===== config.mk =====
export PLATFORM = sky130hd
export DESIGN_NAME = irq_pend_ctrl
export DESIGN_NICKNAME = d
export VERILOG_FILES = /design/src/rtl/irq_pkg.sv /design/src/rtl/prio_sel.sv /design/src/rtl/irq_pend_ctrl.sv
export SDC_FILE = /design/constraint.sdc
export NUM_CORES = 1
export LEC_CHECK = 0
export BUFFER_PORTS_ARGS = -buffer_cell sky130_fd_sc_hd__buf_2
export CORE_MARGIN = 8
export CORE_UTILIZATION = 44
export CTS_CLUSTER_DIAMETER = 30
export CTS_CLUSTER_SIZE = 20
export DETAILED_ROUTE_END_ITERATION = 6
export PLACE_DENSITY = 0.75
export SLEW_MARGIN = 20
export SYNTH_ARGS = -nofsm -noshare
export SYNTH_HDL_FRONTEND = slang
export SYNTH_SLANG_ARGS = --single-unit

===== constraint.sdc =====
create_clock -name clk -period 1.5 [get_ports clk]
set_input_delay 0.075 -clock clk [delete_from_list [all_inputs] [get_ports clk]]
set_output_delay 0.075 -clock clk [all_outputs]
set_load 0.005 [all_outputs]

===== src/rtl/irq_pkg.sv =====
// Shared types and defaults for the interrupt pending controller.
package irq_pkg;

    typedef enum logic {
        IDLE     = 1'b0,
        WAIT_ACK = 1'b1
    } irq_state_t;

    localparam int unsigned N_SRC_DEFAULT = 4;

endpackage : irq_pkg


===== src/rtl/prio_sel.sv =====
// Highest-index-wins priority encoder over the unmasked pending vector.
module prio_sel
    import irq_pkg::*;
#(
    parameter int unsigned N_SRC = N_SRC_DEFAULT,
    parameter int unsigned ID_W  = $clog2(N_SRC)
) (
    input  logic [N_SRC-1:0] req,
    output logic [ID_W-1:0]  id_o,
    output logic             any_o
);

    // Later (higher) indices overwrite earlier ones, so the top set bit wins.
    always_comb begin
        id_o  = '0;
        any_o = 1'b0;
        for (int i = 0; i < int'(N_SRC); i++) begin
            if (req[i]) begin
                id_o  = ID_W'(i);
                any_o = 1'b1;
            end
        end
    end

endmodule : prio_sel


===== src/rtl/irq_pend_ctrl.sv =====
// Interrupt front-end: edge capture into sticky pending bits, masking,
// priority select and a held valid/id handshake towards the consumer.
// Build option: define IRQ_SYNC_EN to pass src through a 2-flop synchronizer.
module irq_pend_ctrl
    import irq_pkg::*;
#(
    parameter int unsigned N_SRC = N_SRC_DEFAULT
) (
    input  logic                     clk,
    input  logic                     rst,
    input  logic [N_SRC-1:0]         src,
    input  logic                     mask_we,
    input  logic [N_SRC-1:0]         mask_wdata,
    input  logic                     irq_ack,
    output logic                     irq_valid,
    output logic [$clog2(N_SRC)-1:0] irq_id,
    output logic [N_SRC-1:0]         pend,
    output logic [N_SRC-1:0]         mask
);

    localparam int unsigned ID_W = $clog2(N_SRC);

    // Edges that would fire before the sampling path holds a real prior value
    // (a line held high through reset) are suppressed for this many cycles.
`ifdef IRQ_SYNC_EN
    localparam int unsigned ARM_CYC = 3;
`else
    localparam int unsigned ARM_CYC = 1;
`endif

    logic [N_SRC-1:0] s;
    logic [N_SRC-1:0] src_q;
    logic [N_SRC-1:0] rise;
    logic [N_SRC-1:0] req;
    logic [N_SRC-1:0] clr;
    logic [ID_W-1:0]  sel;
    logic             sel_any;
    logic [1:0]       arm_cnt;
    logic             armed;

    irq_state_t       state, state_d;
    logic             valid_d;
    logic [ID_W-1:0]  id_d;
    logic             ack_fire_c;

`ifdef IRQ_SYNC_EN
    logic [N_SRC-1:0] sync1, sync2;

    // Two-flop synchronizer per request line.
    always_ff @(posedge clk or posedge rst) begin
        if (rst) begin
            sync1 <= '0;
            sync2 <= '0;
        end else begin
            sync1 <= src;
            sync2 <= sync1;
        end
    end

    assign s = sync2;
`else
    assign s = src;
`endif

    assign armed = (arm_cnt == 2'(ARM_CYC));
    assign rise  = armed ? (s & ~src_q) : '0;
    assign req   = pend & ~mask;
    assign clr   = ack_fire_c ? (N_SRC'(1) << irq_id) : '0;

    prio_sel #(
        .N_SRC (N_SRC),
        .ID_W  (ID_W)
    ) u_prio_sel (
        .req   (req),
        .id_o  (sel),
        .any_o (sel_any)
    );

    // Previous-sample register and post-reset arming counter for edge detect.
    always_ff @(posedge clk or posedge rst) begin
        if (rst) begin
            src_q   <= '0;
            arm_cnt <= '0;
        end else begin
            src_q <= s;
            if (!armed) begin
                arm_cnt <= arm_cnt + 2'd1;
            end
        end
    end

    // Sticky pending bits (a new rise beats a same-cycle clear) and mask.
    always_ff @(posedge clk or posedge rst) begin
        if (rst) begin
            pend <= '0;
            mask <= '0;
        end else begin
            pend <= (pend & ~clr) | rise;
            if (mask_we) begin
                mask <= mask_wdata;
            end
        end
    end

    // FSM state and registered presentation outputs.
    always_ff @(posedge clk or posedge rst) begin
        if (rst) begin
            state     <= IDLE;
            irq_valid <= 1'b0;
            irq_id    <= '0;
        end else begin
            state     <= state_d;
            irq_valid <= valid_d;
            irq_id    <= id_d;
        end
    end

    // Next-state: latch the winner in IDLE, hold it until acknowledged.
    always_comb begin
        state_d    = state;
        valid_d    = irq_valid;
        id_d       = irq_id;
        ack_fire_c = 1'b0;
        unique case (state)
            IDLE: begin
                if (sel_any) begin
                    id_d    = sel;
                    valid_d = 1'b1;
                    state_d = WAIT_ACK;
                end
            end
            WAIT_ACK: begin
                if (irq_ack) begin
                    ack_fire_c = 1'b1;
                    valid_d    = 1'b0;
                    state_d    = IDLE;
                end
            end
            default: begin
                state_d = IDLE;
                valid_d = 1'b0;
            end
        endcase
    end

endmodule : irq_pend_ctrl


==> impl_metrics.ini, run 1 <==
[sta]
finalCritPeriodShare_pct = 74.27
tns_ns = 0
finalSetupViolations = 0
rsz0062_at_grt = false
tightest_slew_ns = 0.6666
clock_skew_ns = 0.001298
min_period_ns = 1.114
hold_violations = 0
fmax_ghz = 0.8976
max-slew-margin-rel_pct = 55.51
finalHoldWorstSlack_ns = 0.01245
maxSlewViolCount = 0

[cts]
clock-sinks = 18
clockBufferDepth = 2
cts_setup_buffers = 0
cts_root_buffer = clkbuf_4
clk_latency_ns = 0.29
tritoncts = built
cts_max_level = 1
clkSlewWorstSetupHoldPaths_ns = 0.10
cts_resized = 0
cts-buffers-inserted = 3
cts_hold_buf = 6

[finish]
final_cell_mix = buf_2, dfrtp_1, dlygate4sd3_1, inv_1
num_antenna_cells = 0
fin_nets = 102
syn_to_final_growth_pct = 29.32
layout_commonest_cell = buf_2
drive_gt1_share_pct = 37.50

[global_routing]
met3_usage_pct = 3.991
met2_usage_pct = 13.49
gr-usage-met1_pct = 10.34
grt_pass1_vias = 582
antenna_found_initial = 0
top_usage_layer = met2
grt_start_max_net_pins = 19
gr-usage-all-layers_pct = 8.789
overflow = 0
grt_pass1_wl_microns = 2339

[pwr]
leakage_nw = 0.4587
irDropWorstVdd_v = 0.0008131
total_power_w = 0.001441
power_density_nw_per_um2 = 1510

[min_path]
hold_class = primary input to flop

[setup_path]
startpoint = state
crit_path_end_kind = flop
r2r-start = state
worst-endpoint-required_ns = 1.67
cp-start-kind = flop
cp.arrival_ns = 1.28
reg2reg_depth = 3
crit_end = pend[2]
ff2ff_setup_slack_ns = 0.39
r2r_end = pend[2]
crit_path_max_fanout = 10
critical_path_class = flop to flop

[placement]
gp_congestion = 0.7665
io_buffers = 22
detailed_place_hpwl_microns = 1098

[routing]
via_per_inst = 5.124
vias = 538
dr.first_iter.drc_count = 8
drt-total-wl_microns = 1429
wl_per_cell_microns = 13.61
drtAntennaViolNets = 0
drcViolationCount = 0
firstDrtPassIters = 4

[die]
io_pins = 23
core_area_sq_um = 1652
row_count = 15
dieArea_sq_um = 3244
start_util_pct = 44.70
die_y_microns = 56.96
die_w_microns = 56.96

[flow_run]
maxCapViolCount = 0

[synth]
synth_seq_area_share_pct = 61.02
synth_area_sq_um = 738.2
ys_warn_count = 0
yosysUniqueCellTypes = 24
syn-mean-instance-area_sq_um = 12.73
syn_inst = 58
synth_top_area_cell = dfrtp_1
ys_ff_latch = 18
synth_top_area_share_pct = 61.02
synth_area_leaders = dfrtp_1, mux2_2, a21o_1, inv_1, o21ai_0
synthesis.nets = 71

[status]
outcome = finished, final reports clean
how the worst min path moves through the flow:
stage                  to          start  slack [ns]  depth (start not counted)
6_report          mask[2]  mask_wdata[2]        0.01                          2
5_1_grt           mask[1]  mask_wdata[1]       0.002                          2
4_1_cts           mask[2]  mask_wdata[2]       0.002                          2
3_5_place_dp     src_q[1]            rst        0.20                          2
3_3_place_gp     src_q[1]            rst        0.19                          2
2_1_floorplan  arm_cnt[0]            rst        0.01                          1
worst max-delay path, stage by stage (launching register included):
cell     delay [ns]
dfrtp_1        0.52
nand2_1        0.15
o31ai_1        0.21
o21ai_0        0.11
flip-flops by register name (all words and copies together), names as in the netlist:
name	flops
irq_valid	1
src_q	4
irq_id	2
pend	4
arm_cnt	2
mask	4
state	1
cell families (layout without fill, tap and decap cells):
family | after synthesis | after routing | synth area share [%]
flip-flops | 18 | 18 | 61.02
AO/OA/AOI/OAI | 13 | 13 | 13.73
AND/OR/NAND/NOR | 13 | 13 | 10.85
buffers and inverters | 7 | 37 | 4.068
multiplexers | 5 | 5 | 7.457
adder cells (fa/ha/maj) | 1 | 1 | 1.695
XOR/XNOR | 1 | 1 | 1.187
metrics by stage:
step           worst slack, ns  utilization (%)  cells  area (sq um)
2_1_floorplan           0.4427                -     58         738.2
3_3_place_gp            0.4326            51.97     95         858.3
3_5_place_dp            0.4200            51.97     95         858.3
4_1_cts                 0.4048            57.80    105         954.7
5_1_grt                 0.3363            57.80    105         954.7
6_report                0.3859            57.80    105         954.7
layout make-up:
type	instances	area, sq um
Clock buffer	4	36.28
Fill cell	142	696.9
Inverter	5	18.77
Multi-Input combinational cell	33	257.7
Sequential cell	18	450.4
Tap cell	17	21.27
Timing Repair Buffer	28	170.2
where the power goes:
group | leakage [nW] | switching [W] | internal, W
logic | 0.238 | 0.000179 | 0.000223
registers | 0.200 | 0.000141 | 0.000603
clock network | 0.0210 | 0.000148 | 0.000148
metal layers:
layer / vias to the layer above / wire length, microns
met1: 261 / 656
li1: 264 / -
met5: - / 0
met3: 0 / 84
met2: 13 / 688
met4: 0 / 0
Yosys cell counts:
cell type  count
buf_4          1
nand2_1        4
nand4_1        1
xnor2_1        1
nand3_1        1
o2bb2ai_2      1
ha_1           1
inv_1          5
nand2b_1       2
nor2_1         1
o21ai_0        3
a221o_1        1
clkbuf_1       1
mux2_2         4
a21o_1         3
a32o_1         1
mux2i_1        1
a41oi_1        1
nand2b_4       1
nand3b_1       2
dfrtp_1       18
nand2b_2       1
o31ai_1        2
a21oi_1        1
Note: power is estimated with default switching activity, not from simulation.
==> inputs of run 2 (changes only) <==
==> constraint.sdc (replaced) <==
create_clock -name clk -period 1.1 [get_ports clk]
set_input_delay 0.055 -clock clk [delete_from_list [all_inputs] [get_ports clk]]
set_output_delay 0.055 -clock clk [all_outputs]
set_load 0.005 [all_outputs]
==> run 2 against run 1 <==
Net effect:
- non-clock buffer count up 7
- maximum frequency up 3.4%
- cell count up 6.7%
- critical path depth down 1
- critical endpoint is now irq_id[0]
==> impl_metrics.ini, run 2 (synthesized netlist as in run 1, its figures left out) <==
[sta]
finalCritPeriodShare_pct = 97.91
finalHoldWorstSlack_ns = 0.07394
worst_slack_ns = 0.02302
fmax_ghz = 0.9285
tightest_slew_ns = 0.2997
max-slew-margin-rel_pct = 79.85
finalSetupViolations = 0
min_period_ns = 1.077
clock_skew_ns = 0.003272
hold_violations = 0
maxSlewViolCount = 0

[routing]
wl_per_cell_microns = 14.60
drtAntennaViolNets = 0
drcViolationCount = 0
firstDrtPassIters = 4
via_per_inst = 5.286
drt-total-wl_microns = 1635
vias = 592
dr.first_iter.drc_count = 8

[finish]
num_antenna_cells = 0
layout_commonest_cell = buf_2
syn_to_final_growth_pct = 38.64
final_cell_mix = buf_2, dfrtp_1, dlygate4sd3_1, inv_1
top_regs = mask: 4 flops, pend: 4 flops, src_q: 4 flops
fill_cells = 138
drive_gt1_share_pct = 42.11
fin_nets = 109

[cts]
tritoncts = built
clockBufferDepth = 2
clock-sinks = 18
cts-buffers-inserted = 3
cts_max_level = 1
clkSlewWorstSetupHoldPaths_ns = 0.10
clk_latency_ns = 0.29
cts_root_buffer = clkbuf_4

[setup_path]
cp-start-kind = flop
crit_path_max_fanout = 6
cp.arrival_ns = 1.26
critical_path_class = flop to flop
crit_path_end_kind = flop
worst-endpoint-required_ns = 1.28

[pwr]
leakage_nw = 0.4882
power_density_nw_per_um2 = 2016
irDropWorstVdd_v = 0.001097

[global_routing]
grt_pass1_wl_microns = 2539
overflow = 0
gr-usage-all-layers_pct = 9.617
grt_pass1_vias = 538
grt_start_max_net_pins = 19
antenna_found_initial = 0

[die]
row_count = 15
io_pins = 23
dieArea_sq_um = 3244
start_util_pct = 44.70
core_area_sq_um = 1652
die_y_microns = 56.96
die_w_microns = 56.96

[flow_run]
maxCapViolCount = 0

[placement]
pre_cts_slack_ns = -0.001932
gp_congestion = 0.7709
detailed_place_hpwl_microns = 1127
io_buffers = 22

[min_path]
hold_class = primary input to flop

[status]
outcome = finished, final reports clean
==> run 2: worst max-delay path: stages, from the launching register on <==
cell,delay [ns]
dfrtp_2,0.46
clkbuf_2,0.16
a221o_1,0.35
==> run 2: layout make-up <==
class,count,area (sq um),area share [%]
Tap cell,17,21.27,2.078
Sequential cell,18,451.7,44.13
Inverter,5,18.77,1.834
Timing Repair Buffer,35,227.7,22.25
Clock buffer,4,36.28,3.545
Multi-Input combinational cell,33,267.8,26.16
==> run 2: power breakdown <==
group	leakage, nW	switching, W	internal, W	total (W)
logic	0.268	0.000300	0.000358	0.000658
clock network	0.0210	0.000196	0.000202	0.000398
registers	0.199	0.000182	0.000826	0.00101
==> run 2: repair_timing <==
item | in CTS | in global routing
hold buffers | 9 | 0
resized for setup | 1 | 2
endpoints found under the hold margin | 26 | 0
setup endpoints to repair | 1 | 6
buffers inserted | 0 | 3
==> run 2: per-stage QoR <==
step / total power [W] / instances / util, % / area, sq um / setup TNS (ns)
after CTS: 0.002011 / 109 / 60.15 / 993.5 / 0
after detailed placement: 0.001579 / 96 / 52.42 / 865.8 / -0.001932
after global routing: 0.002188 / 112 / 61.97 / 1023 / -0.001101
after global placement: 0.001549 / 96 / 52.42 / 865.8 / 0
final: 0.002064 / 112 / 61.97 / 1023 / 0
after floorplan: 0.001344 / 58 / - / 738.2 / 0
==> run 2: per-layer routing <==
| layer | up-vias | GRT usage (%) | part of all wire (%) |
|---|---|---|---|
| met5 | - | 0 | 0 |
| met4 | 0 | 3.020 | 1.0 |
| met3 | 2 | 3.769 | 8.4 |
| li1 | 282 | - | - |
| met1 | 282 | 12.11 | 40 |
| met2 | 26 | 14.73 | 50 |
==> run 2: worst paths after layout <==
check | from | endpoint | slack (ns) | depth (start not counted)
hold / removal | mask_we | mask[2] | 0.07 | 2
hold reg to reg | src_q[2] | pend[2] | 0.44 | 1
max in group asynchronous | rst | state | 0.59 | 4
setup / recovery | state | irq_id[0] | 0.02 | 2
min in group asynchronous | rst | pend[3] | 0.31 | 4
setup reg to reg | state | irq_id[0] | 0.02 | 2
